**src/rtl/sdram_phase_autotune_pkg.sv**
```systemverilog
// Shared types and helpers for the SDRAM clock phase auto-tuner: FSM encodings,
// counter width derivation and the pass/fail judge over tester counter deltas.
package sdram_tune_pkg;

    typedef enum logic [3:0] {
        S_IDLE        = 4'd0,
        S_SETTLE      = 4'd1,
        S_DWELL_START = 4'd2,
        S_DWELL       = 4'd3,
        S_JUDGE       = 4'd4,
        S_STEP_PULSE  = 4'd5,
        S_STEP_GAP    = 4'd6,
        S_MOVE_PULSE  = 4'd7,
        S_MOVE_GAP    = 4'd8,
        S_FINISH      = 4'd9
    } tune_state_t;

    typedef enum logic [1:0] {
        ST_IDLE  = 2'd0,
        ST_PULSE = 2'd1,
        ST_GAP   = 2'd2
    } step_state_t;

    localparam int STATE_W = 4;

    // Width of a counter that must reach max(a, b) - 1, with one bit of headroom.
    function automatic int cnt_width(input int a, input int b);
        return $clog2((a > b) ? a : b) + 1;
    endfunction

    // Deltas are taken modulo 2^32 so counter wrap between snapshot and judge is harmless.
    function automatic logic judge_pass(input logic [31:0] pc_now, input logic [31:0] pc_snap,
                                        input logic [31:0] fc_now, input logic [31:0] fc_snap);
        return ((fc_now - fc_snap) == 32'd0) && ((pc_now - pc_snap) != 32'd0);
    endfunction

endpackage

```
**src/rtl/sdram_phase_autotune_phase_stepper.sv**
```systemverilog
// Produces one PLL phasestep pulse followed by a mandatory low gap per request.
// Handshake: i_req is sampled in ST_IDLE or on the last gap cycle; o_ack is high for
// exactly that last gap cycle, so a back-to-back request starts the next pulse without
// ever merging two pulses.
module phase_stepper
    import sdram_tune_pkg::*;
#(
    parameter int C_pulse_cycles = 4,
    parameter int C_gap_cycles   = 4
) (
    input  logic i_clk,
    input  logic i_reset,
    input  logic i_req,
    output logic o_phasestep,
    output logic o_pulse_last,
    output logic o_ack
);

    localparam int SW = cnt_width(C_pulse_cycles, C_gap_cycles);
    localparam logic [SW-1:0] PULSE_LAST = SW'(C_pulse_cycles - 1);
    localparam logic [SW-1:0] GAP_LAST   = SW'(C_gap_cycles - 1);

    step_state_t     r_state;
    step_state_t     w_state_next;
    logic [SW-1:0]   r_cnt;
    logic            w_pulse_last;
    logic            w_gap_last;

    assign w_pulse_last = (r_state == ST_PULSE) && (r_cnt == PULSE_LAST);
    assign w_gap_last   = (r_state == ST_GAP) && (r_cnt == GAP_LAST);

    always_ff @(posedge i_clk or posedge i_reset) begin
        if (i_reset) begin
            r_state <= ST_IDLE;
            r_cnt   <= '0;
        end else begin
            r_state <= w_state_next;
            r_cnt   <= (w_state_next != r_state) ? '0 : r_cnt + SW'(1);
        end
    end

    always_comb begin
        w_state_next = r_state;
        case (r_state)
            ST_IDLE:  if (i_req) w_state_next = ST_PULSE;
            ST_PULSE: if (w_pulse_last) w_state_next = ST_GAP;
            ST_GAP:   if (w_gap_last) w_state_next = i_req ? ST_PULSE : ST_IDLE;
            default:  w_state_next = ST_IDLE;
        endcase
    end

    always_comb begin
        o_phasestep  = (r_state == ST_PULSE);
        o_pulse_last = w_pulse_last;
        o_ack        = w_gap_last;
    end

endmodule

```
**src/rtl/sdram_phase_autotune.sv**
```systemverilog
// Sweeps the SDRAM chip clock phase through one rotation, judges each position from the
// memory tester counters, then steps forward to the centre of the longest passing window.
module sdram_phase_autotune
    import sdram_tune_pkg::*;
#(
    parameter int C_phase_steps   = 64,
    parameter int C_pulse_cycles  = 4,
    parameter int C_gap_cycles    = 4,
    parameter int C_settle_cycles = 1024,
    parameter int C_dwell_cycles  = 262144
) (
    input  logic        clk,
    input  logic        reset,
    input  logic        start,
    input  logic [31:0] passcount,
    input  logic [31:0] failcount,
    output logic        tester_rst_n,
    output logic        phasedir,
    output logic        phasestep,
    output logic        phaseloadreg,
    output logic [7:0]  phase,
    output logic        busy,
    output logic        done,
    output logic        error,
    output logic [7:0]  win_lo,
    output logic [7:0]  win_hi,
    output logic [7:0]  best,
    output logic [STATE_W-1:0] dbg_state
);

    localparam int PW = $clog2(C_phase_steps);
    localparam int LW = PW + 1;
    localparam int CW = cnt_width(C_settle_cycles, C_dwell_cycles);
    localparam logic [CW-1:0] SETTLE_LAST = CW'(C_settle_cycles - 1);
    localparam logic [CW-1:0] DWELL_LAST  = CW'(C_dwell_cycles - 1);
    localparam logic [PW-1:0] P_LAST      = PW'(C_phase_steps - 1);

    tune_state_t   r_state;
    tune_state_t   w_state_next;
    logic [CW-1:0] r_cnt;
    logic [PW-1:0] r_phase;
    logic [PW-1:0] r_p;
    logic [31:0]   r_snap_p;
    logic [31:0]   r_snap_f;
    logic [LW-1:0] r_cur_len;
    logic [PW-1:0] r_cur_lo;
    logic [LW-1:0] r_best_len;
    logic [PW-1:0] r_win_lo;
    logic [PW-1:0] r_win_hi;
    logic [PW-1:0] r_best;
    logic [PW-1:0] r_moves;
    logic          r_busy;
    logic          r_done;
    logic          r_error;

    logic          w_pulse_last;
    logic          w_ack;
    logic          w_step_req;
    logic          w_tester_rst_n;
    logic          w_pass;
    logic [LW-1:0] w_new_len;
    logic [PW-1:0] w_new_lo;
    logic [PW-1:0] w_best_calc;
    logic          w_last_pos;

    phase_stepper #(
        .C_pulse_cycles(C_pulse_cycles),
        .C_gap_cycles  (C_gap_cycles)
    ) u_stepper (
        .i_clk       (clk),
        .i_reset     (reset),
        .i_req       (w_step_req),
        .o_phasestep (phasestep),
        .o_pulse_last(w_pulse_last),
        .o_ack       (w_ack)
    );

    assign w_pass      = judge_pass(passcount, r_snap_p, failcount, r_snap_f);
    assign w_new_len   = w_pass ? r_cur_len + LW'(1) : '0;
    assign w_new_lo    = (w_pass && (r_cur_len == '0)) ? r_p : r_cur_lo;
    assign w_best_calc = r_win_lo + PW'((r_best_len - LW'(1)) >> 1);
    assign w_last_pos  = (r_p == P_LAST);

    always_ff @(posedge clk or posedge reset) begin
        if (reset) r_state <= S_IDLE;
        else       r_state <= w_state_next;
    end

    always_comb begin
        w_state_next = r_state;
        case (r_state)
            S_IDLE:        if (start) w_state_next = S_SETTLE;
            S_SETTLE:      if (r_cnt == SETTLE_LAST) w_state_next = S_DWELL_START;
            S_DWELL_START: w_state_next = S_DWELL;
            S_DWELL:       if (r_cnt == DWELL_LAST) w_state_next = S_JUDGE;
            S_JUDGE:       w_state_next = S_STEP_PULSE;
            S_STEP_PULSE:  if (w_pulse_last) w_state_next = S_STEP_GAP;
            S_STEP_GAP: begin
                if (w_ack) begin
                    if (!w_last_pos)                                   w_state_next = S_SETTLE;
                    else if (r_best_len == '0 || w_best_calc == '0)   w_state_next = S_FINISH;
                    else                                               w_state_next = S_MOVE_PULSE;
                end
            end
            S_MOVE_PULSE:  if (w_pulse_last) w_state_next = S_MOVE_GAP;
            S_MOVE_GAP:    if (w_ack) w_state_next = (r_moves == PW'(1)) ? S_FINISH : S_MOVE_PULSE;
            S_FINISH:      w_state_next = S_IDLE;
            default:       w_state_next = S_IDLE;
        endcase
    end

    // The tester is held in reset whenever the clock phase is being disturbed.
    always_comb begin
        w_tester_rst_n = 1'b1;
        w_step_req     = 1'b0;
        case (r_state)
            S_SETTLE, S_STEP_PULSE, S_STEP_GAP, S_MOVE_PULSE, S_MOVE_GAP: w_tester_rst_n = 1'b0;
            default: w_tester_rst_n = 1'b1;
        endcase
        if ((w_state_next == S_STEP_PULSE && r_state != S_STEP_PULSE) ||
            (w_state_next == S_MOVE_PULSE && r_state != S_MOVE_PULSE))
            w_step_req = 1'b1;
    end

    always_ff @(posedge clk or posedge reset) begin
        if (reset) begin
            r_cnt      <= '0;
            r_phase    <= '0;
            r_p        <= '0;
            r_snap_p   <= '0;
            r_snap_f   <= '0;
            r_cur_len  <= '0;
            r_cur_lo   <= '0;
            r_best_len <= '0;
            r_win_lo   <= '0;
            r_win_hi   <= '0;
            r_best     <= '0;
            r_moves    <= '0;
            r_busy     <= 1'b0;
            r_done     <= 1'b0;
            r_error    <= 1'b0;
        end else begin
            r_cnt <= (w_state_next != r_state) ? '0 : r_cnt + CW'(1);
            case (r_state)
                S_IDLE: begin
                    if (start) begin
                        r_busy     <= 1'b1;
                        r_done     <= 1'b0;
                        r_error    <= 1'b0;
                        r_p        <= '0;
                        r_cur_len  <= '0;
                        r_cur_lo   <= '0;
                        r_best_len <= '0;
                        r_win_lo   <= '0;
                        r_win_hi   <= '0;
                        r_best     <= '0;
                    end
                end
                S_DWELL_START: begin
                    r_snap_p <= passcount;
                    r_snap_f <= failcount;
                end
                S_JUDGE: begin
                    r_cur_len <= w_new_len;
                    r_cur_lo  <= w_new_lo;
                    // Strict compare keeps the earliest of equally long runs.
                    if (w_new_len > r_best_len) begin
                        r_best_len <= w_new_len;
                        r_win_lo   <= w_new_lo;
                        r_win_hi   <= r_p;
                    end
                end
                S_STEP_GAP: begin
                    if (w_ack) begin
                        r_phase <= r_phase + PW'(1);
                        r_p     <= r_p + PW'(1);
                        if (w_last_pos) begin
                            if (r_best_len == '0) begin
                                r_error <= 1'b1;
                                r_best  <= '0;
                                r_moves <= '0;
                            end else begin
                                r_best  <= w_best_calc;
                                r_moves <= w_best_calc;
                            end
                        end
                    end
                end
                S_MOVE_GAP: begin
                    if (w_ack) begin
                        r_phase <= r_phase + PW'(1);
                        r_moves <= r_moves - PW'(1);
                    end
                end
                S_FINISH: begin
                    r_busy <= 1'b0;
                    r_done <= 1'b1;
                end
                default: ;
            endcase
        end
    end

    assign tester_rst_n = w_tester_rst_n;
    assign phasedir     = 1'b0;
    assign phaseloadreg = 1'b0;
    assign phase        = 8'(r_phase);
    assign busy         = r_busy;
    assign done         = r_done;
    assign error        = r_error;
    assign win_lo       = 8'(r_win_lo);
    assign win_hi       = 8'(r_win_hi);
    assign best         = 8'(r_best);
    assign dbg_state    = r_state;

endmodule

```
**config.mk**
```make
export PLATFORM = sky130hd
export DESIGN_NAME = sdram_phase_autotune
export DESIGN_NICKNAME = d
export VERILOG_FILES = /design/src/rtl/sdram_phase_autotune_pkg.sv /design/src/rtl/sdram_phase_autotune_phase_stepper.sv /design/src/rtl/sdram_phase_autotune.sv
export SDC_FILE = /design/constraint.sdc
export NUM_CORES = 1
export LEC_CHECK = 0
export CORE_ASPECT_RATIO = 0.8
export CORE_MARGIN = 2
export CORE_UTILIZATION = 40
export CTS_CLUSTER_SIZE = 8
export DETAILED_ROUTE_END_ITERATION = 8
export MAX_ROUTING_LAYER = met4
export SLEW_MARGIN = 20
export SYNTH_ARGS = -nofsm -noshare
export SYNTH_HDL_FRONTEND = slang
export SYNTH_SLANG_ARGS = --single-unit
```
**constraint.sdc**
```tcl
create_clock -name clk -period 6.7 [get_ports clk]
set_clock_uncertainty 0.05 [all_clocks]
set_input_delay 0.67 -clock clk [delete_from_list [all_inputs] [get_ports clk]]
set_output_delay 0.67 -clock clk [all_outputs]
set_load 0.005 [all_outputs]
```
---- Yosys cells after proc, flatten, opt, wreduce, memory -nomap -nowiden ----
Cells that the tools add are included.
word-level totals
  flip-flop bits (word level) ............. 151
  output and inout port bits .............. 43
  input bits .............................. 67
  word-level logic and storage cells ...... 134
cells by class
  muxes and demuxes ....................... 48
  eq/ne operators ......................... 28
  add/subtract/negate cells ............... 10
  magnitude comparators ................... 1
  reductions and logical operators ........ 29
operators by type and width
  operator                                                                 count
  6-bit one-hot mux with 2 select lines                                    6
  32-bit subtractor                                                        2
  6-bit 2-to-1 mux                                                         9
  4-bit 2-to-1 mux                                                         10
  4-bit one-hot mux with 9 select lines                                    1
  32-bit logical NOT                                                       1
  32-bit nonzero test                                                      1
  7-bit one-hot mux with 2 select lines                                    2
  4-bit by 3-bit == test with 1-bit output, second input constant          6
  7-bit 2-to-1 mux                                                         3
  19-bit by 1-bit adder with 19-bit output, second input constant          1
  19-bit by 10-bit == test with 1-bit output, second input constant        1
  19-bit by 18-bit == test with 1-bit output, second input constant        1
  19-bit 2-to-1 mux                                                        1
  7-bit logical NOT                                                        2
  6-bit by 1-bit adder with 6-bit output, second input constant            2
  4-bit by 2-bit == test with 1-bit output, second input constant          2
  4-bit == test, second input constant                                     2
  1-bit 2-to-1 mux                                                         8
  2-bit inequality test, second input constant                             4
  4-bit by 3-bit inequality test with 1-bit output, second input constant  2
  4-bit AND reduction                                                      2
  2-bit nonzero test                                                       4
  7-bit by 1-bit adder with 7-bit output, second input constant            1
  other kinds (28)                                                         42

---- Depth between registers and ports, before layout ----
Gate-level depths: netlist of the first run.
  depth after elaboration ................. 17
  gate-level depth with buffers ........... 28
  gate-level depth less buffers ........... 25

---- Cells and area by module ----
Synthesis of the first run repeated with hierarchy kept, for this count alone.
second synthesis, totals
  cell total of the unflattened synthesis .. 1344
  area, all modules ....................... 11096.9 µm²
modules (own cells, without submodules)
  module                area an instance (µm²)  cells an instance  seq. area each (µm²)  times used
  sdram_phase_autotune  10811.6                 1319               3653.5                1
  phase_stepper         285.3                   25                 125.1                 1

---- Worst setup path before layout of the first run ----
OpenSTA, ideal clock, no wires.
  path type ............................... input to register
  start point ............................. in failcount[14]
  end point ............................... reg r_best_len[0]
  data required time ...................... 6.555 ns
  path buffers ............................ 3
  library setup time ...................... 0.095 ns
  slack ................................... 1.074 ns
  arrival time ............................ 5.480 ns
  stages on the path ...................... 27
  cell sequence ........................... ha_1 -> buf_6 -> a21o_1 -> a311oi_2 -> a211oi_1 -> a2111oi_2 -> nand4_1 -> or4_1 -> nor4_1 -> o2111ai_1 -> a21oi_1 -> buf_2 -> nand2_1 -> inv_1 -> ha_1 -> nor2b_1 -> o21a_1 -> o21ai_0 -> nand2b_1 -> a21oi_1 -> nor2b_1 -> o21ai_0 -> a21oi_1 -> nor2_1 -> clkbuf_1 -> nand2_1 -> o31ai_1
between the ends
  longest elaborated chain between the ends .. 7
  elaborated cells between the ends (all ways) .. 9
  classes of those cells .................. add/sub: 1; order compare: 1; eq/ne: 1; mux: 3; reduce/logical: 3
ends and longest elaborated chain
  what                                    line                            RTL
  start: declaration                      sdram_phase_autotune.sv:16      input logic [31:0] failcount,
  32-bit subtractor (*)                   sdram_phase_autotune_pkg.sv:34  return ((fc_now - fc_snap) == 32'd0) && ((pc_now - pc_snap) != 32'd0);
  32-bit logical NOT (*)                  sdram_phase_autotune_pkg.sv:34
  1-bit logical AND (*)                   sdram_phase_autotune_pkg.sv:34
  7-bit 2-to-1 mux (*)                    sdram_phase_autotune.sv:79      assign w_new_len = w_pass ? r_cur_len + LW'(1) : '0;
  7-bit greater-than comparator           sdram_phase_autotune.sv:167     if (w_new_len > r_best_len) begin
  2-bit inequality test (no source line)  --
  3-bit AND reduction (no source line)    --
  end signal: assignment                  sdram_phase_autotune.sv:168     r_best_len <= w_new_len;
  end: declaration                        sdram_phase_autotune.sv:47      logic [LW-1:0] r_best_len;
Mark *: on every way between the ends. The rest lies on a longest branch, timed or not. The select of a mux whose other input is x is not followed.
A chain may end at the register's enable or synchronous reset.

---- Worst setup path after layout of the first run ----
  start point ............................. in failcount[15]
  end point ............................... reg r_best_len[0]
The elaborated chain is that of the path after synthesis.

==> results of run 1 <==
## area by class of cell
cell class	count	area share (%)
Timing Repair Buffer	112	8.217
Clock buffer	17	3.211
Clock inverter	15	1.266
Inverter	120	3.438
Sequential cell	151	28.52
Tap cell	370	3.495
Multi-Input combinational cell	1070	51.83
Antenna cell	1	0.01889
## worst paths after layout
kind / startpoint / endpoint / slack, ps / depth (start not counted)
setup / recovery: failcount[15] / r_best_len[0]$_DFFE_PP0P_ / 480 / 27
hold / removal: u_stepper.r_cnt[0]$_DFF_PP0_ / u_stepper.r_cnt[0]$_DFF_PP0_ / 390 / 1
setup reg to reg: r_snap_f[15]$_DFFE_PP0P_ / r_best_len[0]$_DFFE_PP0P_ / 790 / 27
hold reg to reg: u_stepper.r_cnt[0]$_DFF_PP0_ / u_stepper.r_cnt[0]$_DFF_PP0_ / 390 / 1
max in group asynchronous: reset / r_snap_f[28]$_DFFE_PP0P_ / 4580 / 3
min in group asynchronous: reset / r_best[3]$_DFFE_PP0P_ / 770 / 2
## cell usage in the layout (no fill, tap or decap), drive strengths merged, types with 16 or more instances in the layout
| master | instances |
|---|---|
| inv | 126 |
| a21o | 27 |
| xor2 | 22 |
| and3 | 17 |
| ha | 84 |
| clkdlybuf4s50 | 99 |
| clkbuf | 17 |
| mux2i | 19 |
| nand3 | 54 |
| a21oi | 93 |
| o21ai | 135 |
| nor2 | 97 |
| o211ai | 16 |
| a211oi | 16 |
| xnor2 | 35 |
| nand4 | 27 |
| nor3 | 38 |
| dfrtp | 151 |
| nand2 | 153 |
## worst max-delay path: stages
cell and delay (ps):
clkdlybuf4s50_1 430, ha_1 440, a21oi_1 300, o21ai_1 230, a21o_1 210, a2111oi_2 360, nand4_1 110, or4_1 530
nor4_1 420, o2111ai_1 330, a21oi_1 210, buf_4 220, nand2_1 100, inv_1 60, ha_1 230, nor2b_1 130
o21a_1 150, o21ai_0 150, nand2b_1 80, a21oi_1 150, nor2b_1 60, o21ai_0 230, a21oi_1 230, nor2_1 170
buf_4 180, nand2_1 60, o31ai_1 60
## metrics by stage
stage	setup WS, ps	instance area (um^2)	hold WS [ps]
4_1_cts	520.9	13240	390.2
3_5_place_dp	106.1	12650	379.3
6_report	477.6	13250	385.4
5_1_grt	109.6	13250	403.0
3_3_place_gp	238.1	12650	373.7
2_1_floorplan	1074	11400	355.9
## report_power, final
part           total (uW)  switching (uW)  leakage [uW]  internal (uW)
registers             948            19.7       0.00177            928
logic                 258             148       0.00388            110
clock network         989             460      0.000288            529
total                2200             628       0.00593           1570
## routing by layer
metal / GRT usage [%] / vias to the layer above
met5: - / -
met4: 5.089 / 0
met3: 3.177 / 20
met2: 31.31 / 242
met1: 30.57 / 4761
li1: - / 5154
## logic make-up after synthesis
family          share of synthesized area, %
compound gates                         23.43
flops                                  33.23
other cells                          0.03298
fa+ha+maj                              9.420
simple gates                           20.07
xor+xnor                               4.391
mux                                    2.663
buf+inv                                6.757
## cell usage after synthesis, drive strengths merged, types with 5 or more instances
cell type,instances
inv,120
clkbuf,50
o2111ai,6
or3,7
nor2,97
a21boi,8
nor4,14
a311oi,7
a211o,6
and3,17
dfrtp,151
or4,5
nand3,54
o21bai,5
mux2,8
o22ai,5
a211oi,16
o21a,14
a31oi,15
nand2b,15
and2,12
o21ai,135
o2bb2ai,7
and4,5
mux2i,19
nand4,27
a22o,9
xor2,22
o211ai,16
nor3,38
nor2b,10
ha,84
buf,18
nand2,153
o31ai,6
xnor2,35
a21oi,93
a21o,27
## flip-flops by register name, indices dropped and copies added (netlist names), 7 cells and up
| signal | flops |
|---|---|
| r_best_len | 7 |
| r_snap_f | 32 |
| r_cur_len | 7 |
| r_snap_p | 32 |
| r_cnt | 19 |
==> summary.md, run 1 <==
| Metric | Value |
|---|---|
| Synth warnings | `0` |
| Synth Flop Type | `dfrtp_1` |
| Gate Count Post-Synth | `1,400` |
| Initial antenna violation count | `1` |
| Die Area | `29,800 um^2` |
| First-pass GRT wire length | `49,860 um` |
| # Post-CTS Setup Buffers | `0` |
| Setup TNS Final | `0 ps` |
| Hold buffers post-CTS | `0` |
| Vias post-DR | `10,180` |
| Final hold vios | `0` |
| Crit-path max FO | `14` |
| Width of the die | `192.5 um` |
| Initial core utilization | `40.40%` |
| VDD IR max | `0.1681 mV` |
| EDFF count, synth | `0` |
| Post-synth top area share | `33.23%` |
| Asr flop ratio synth | `100.0%` |
| RSZ-0062 raised after global routing | `no` |
| Tcrit/Tclk final | `92.87%` |
| FF/Latch Area | `3779 um^2` |
| PwrDens | `165.7 nW/um^2` |
| DRT Pass-1 Iters | `5` |
| Metal3 WL | `1337 um` |
| Leading area contributor after synthesis | `dfrtp_1` |
| Register area share after synthesis | `33.23%` |
| Hold crit path type | `reg2reg` |
| Largest net degree at the start of global routing | `103` |
| Max-cap violations | `0` |
| Critical path endpoint category | `register` |
| Final std cells w/o fill | `1,856` |
| Residual DRC | `0` |
| DRT iter0 DRCs | `794` |
| Status | `completed` |
| WL met2 | `12,900 um` |
| Power Total | `2195 uW` |
| Clk slew on worst S/H paths | `70 ps` |
| Data required, critical path | `6990 ps` |
| Wire length per cell | `15.91 um` |
| Vias in the first global route | `9,871` |
| I/O Pins | `110` |
| Clock latency on the worst-skew pair | `430 ps` |
| Slew Viols, Final | `0` |
| Clk root buf | `clkbuf_16` |
| Yosys reg bits | `151` |
| PostCTS Resize Cnt | `0` |
| # nets final | `1,624` |
| CTS Buf Count | `17` |
| Routability congestion estimate | `0.9009` |
| Layout fillers | `2,741` |
| # clock sinks | `151` |
| Post-synth cell types | `76` |
| Post-Synthesis Cell Area | `11,370 um^2` |
| I/O Buffers | `99` |
| Top layer in use | `met4` |
| DP HPWL | `22,140 um` |
| Minimum clock period | `6222 ps` |
| Final WL | `29,530 um` |
| Die H | `154.8 um` |
| Grt total ovfl | `0` |
| Core ar. | `28,150 um^2` |
| Max Buffers Root-to-Sink | `2` |
| Layout cells sized above 1 | `4.714%` |
| TritonCTS clock tree | `done` |
| Relative slew margins | `38.19%` |
| Routed met1 length | `15,000 um` |
| Multi-input gate area | `6867 um^2` |
| Avg Cell Area, Syn | `8.121 um^2` |
| F_max | `160.7 MHz` |
| Antenna-violating nets left | `0` |
| Vias per cell | `5.483` |
| Dpl cells | `1,823` |
| CP arrival | `6510 ps` |
| Final Setup Violations | `0` |
| Total GRT Usage | `21.25%` |
| Num rows | `55` |
| Setup CP Type | `in2reg` |
| Top post-synthesis cells by area | `dfrtp_1 33%, ha_1 9.2%, o21ai_0 5.5%, nand2_1 5.1%, a21oi_1 4.1%` |
| Worst-margin pin slew | `927.1 ps` |
| Static Leak | `0.005932 uW` |
| Critical Path Start Type | `primary input` |
| Fin util | `47.07%` |
| H-Tree Level Count | `4` |
| Area grow syn2layout | `16.52%` |
(Power assumes the default switching activity.)
==> run 2: changes to the inputs <==
SLEW_MARGIN = unset   (was 20)
==> run 2 against run 1 <==
Effect of this change: utilization about the same; fmax is essentially flat; cell area hardly changed; sequential power barely moved; clock power is essentially flat; register-to-register slack is essentially flat; critical path depth did not move; cell count stayed put; largest cell class unchanged; highest routed layer unchanged.
==> summary.md, run 2 (synthesis results as in run 1) <==
| Metric | Value |
|---|---|
| Status | `completed` |
| Wire length per cell | `15.91 um` |
| Minimum clock period | `6222 ps` |
| Sequential share of power | `43.2%` |
| Vias in the first global route | `9,871` |
| # nets final | `1,624` |
| Net Sw Frac | `28.62%` |
| Critical Path Start Type | `primary input` |
| Antenna-violating nets left | `0` |
| Setup CP Type | `in2reg` |
| Final WL | `29,540 um` |
| Crit-path max FO | `14` |
| Largest registers | `r_snap_f x32, r_snap_p x32, r_cnt x19` |
| Critical path endpoint category | `register` |
| Data required, critical path | `6990 ps` |
| Hold EP | `u_stepper.r_cnt[0]$_DFF_PP0_` |
| Largest net degree at the start of global routing | `103` |
| Power Internal | `1567 uW` |
| End of the worst register-to-register path | `r_best_len[0]$_DFFE_PP0P_` |
| Initial antenna violation count | `1` |
| Most Frequent Cell on Critical Path | `a21oi_1` |
| I/O Buffers | `99` |
| DRT Pass-1 Iters | `5` |
| Most frequent cells in the layout | `153 x nand2_1, 151 x dfrtp_1, 126 x o21ai_0` |
| CTS Buf Count | `17` |
| Layout cells sized above 1 | `4.646%` |
| Static Leak | `0.005932 uW` |
| CP max stage cell | `or4_1` |
| Vias post-DR | `10,190` |
| Slew Viols, Final | `0` |
| F_max | `160.7 MHz` |
| Hold buffers post-CTS | `0` |
| DRT iter0 DRCs | `804` |
| Comb pwr share | `11.8%` |
| I/O Pins | `110` |
| Clk root buf | `clkbuf_16` |
| Final Setup Violations | `0` |
| Residual DRC | `0` |
| Vias per cell | `5.490` |
| Worst Hold Launch | `u_stepper.r_cnt[0]$_DFF_PP0_` |
| Tcrit/Tclk final | `92.87%` |
| WHS | `386.3 ps` |
| Setup TNS Final | `0 ps` |
| # Post-CTS Setup Buffers | `0` |
| TritonCTS clock tree | `done` |
| DP HPWL | `22,140 um` |
| Clock latency on the worst-skew pair | `430 ps` |
| R2R depth | `27` |
| Switching Power | `628.4 uW` |
| CP arrival | `6510 ps` |
| Total GRT Usage | `21.25%` |
| Hold Path Cell Cnt | `1` |
| Reg2reg start | `r_snap_f[15]$_DFFE_PP0P_` |
| # clock sinks | `151` |
| Grt total ovfl | `0` |
| Width of the die | `192.5 um` |
| Max incr delay on CP | `530 ps` |
| Routability congestion estimate | `0.9009` |
| PostCTS Resize Cnt | `0` |
| Final hold vios | `0` |
| Initial core utilization | `40.40%` |
| Core ar. | `28,150 um^2` |
| Max-cap violations | `0` |
| H-Tree Level Count | `4` |
| Num rows | `55` |
| Die Area | `29,800 um^2` |
| Max Buffers Root-to-Sink | `2` |
| Commonest non-fill, non-tap cell in the layout | `nand2_1` |
| Worst-margin pin slew | `1261 ps` |
| VDD IR max | `0.1682 mV` |
| Worst R2R Setup Slack | `790 ps` |
| First-pass GRT wire length | `49,860 um` |
| Die H | `154.8 um` |
| Clock power frac | `45.1%` |
| Hold crit path type | `reg2reg` |
| Clk slew on worst S/H paths | `70 ps` |
| RSZ-0062 raised after global routing | `no` |
| PwrDens | `165.8 nW/um^2` |
| Area grow syn2layout | `16.47%` |
| Relative slew margins | `15.27%` |
## run 2: cell counts in the layout (fill, tap and decap cells not counted)
Identical to the previous run, type by type.
## run 2: cell type report
class                   count  area, um^2
multi-input cells        1070        6862
diodes                      1       2.502
well taps                 370       462.9
clock buffers              17       425.4
fillers                  2741       14900
clock inverters            15       167.7
flip-flops and latches    151        3779
inverters                 120       455.4
repair buffers            112        1089
## run 2: worst max-delay path by stage
stage                       start                   endpoint  slack [ps]  cells past startpoint
finish              failcount[15]  r_best_len[0]$_DFFE_PP0P_         480                     27
global route        failcount[17]    r_win_lo[2]$_DFFE_PP0P_         110                     27
CTS                 failcount[15]  r_best_len[0]$_DFFE_PP0P_         520                     27
detailed placement  failcount[15]  r_best_len[0]$_DFFE_PP0P_         110                     27
global placement    failcount[14]  r_best_len[0]$_DFFE_PP0P_         240                     27
floorplan           failcount[14]  r_best_len[0]$_DFFE_PP0P_        1070                     27
## run 2: worst max-delay path, delay by kind of cell
kind / cells / cell delay [ps]
compound gates: 12 / 2610
simple gates: 9 / 1660
fa+ha+maj: 2 / 670
buf+inv: 4 / 890
## run 2: metrics by stage
step	cell area, um^2	cells	util [%]	total power [uW]	setup slack (ps)
finish	13240	1856	47.05	2196	477.8
global route	13240	1856	47.05	2305	109.6
CTS	13240	1855	47.04	2235	520.9
detailed placement	12650	1823	44.93	1223	106.1
global placement	12650	1823	44.93	1223	238.1
floorplan	11400	1409	-	1127	1074
## run 2: routing by layer
| metal | vias to the layer above | routed length (um) | global-route usage (%) | share of wire, % |
|---|---|---|---|---|
| met5 | - | 0 | - | 0 |
| li1 | 5152 | - | - | - |
| met1 | 4780 | 14960 | 30.57 | 51 |
| met4 | 0 | 289 | 5.089 | 0.98 |
| met3 | 20 | 1335 | 3.177 | 4.5 |
| met2 | 238 | 12950 | 31.31 | 44 |
## run 2: power groups by stage
| stage | Clock (uW) | Combinational [uW] | Sequential (uW) |
|---|---|---|---|
| floorplan | 0 | 170 | 958 |
| global placement | 0 | 258 | 965 |
| detailed placement | 0 | 258 | 965 |
| CTS | 1030 | 260 | 947 |
| global route | 1060 | 291 | 951 |
| finish | 990 | 258 | 948 |
==> run 3: changes to the inputs <==
CTS_CLUSTER_DIAMETER = 120   (was unset)
==> results of run 3 <==
No change in the layout: final DEF, timing and power equal those of run 2.
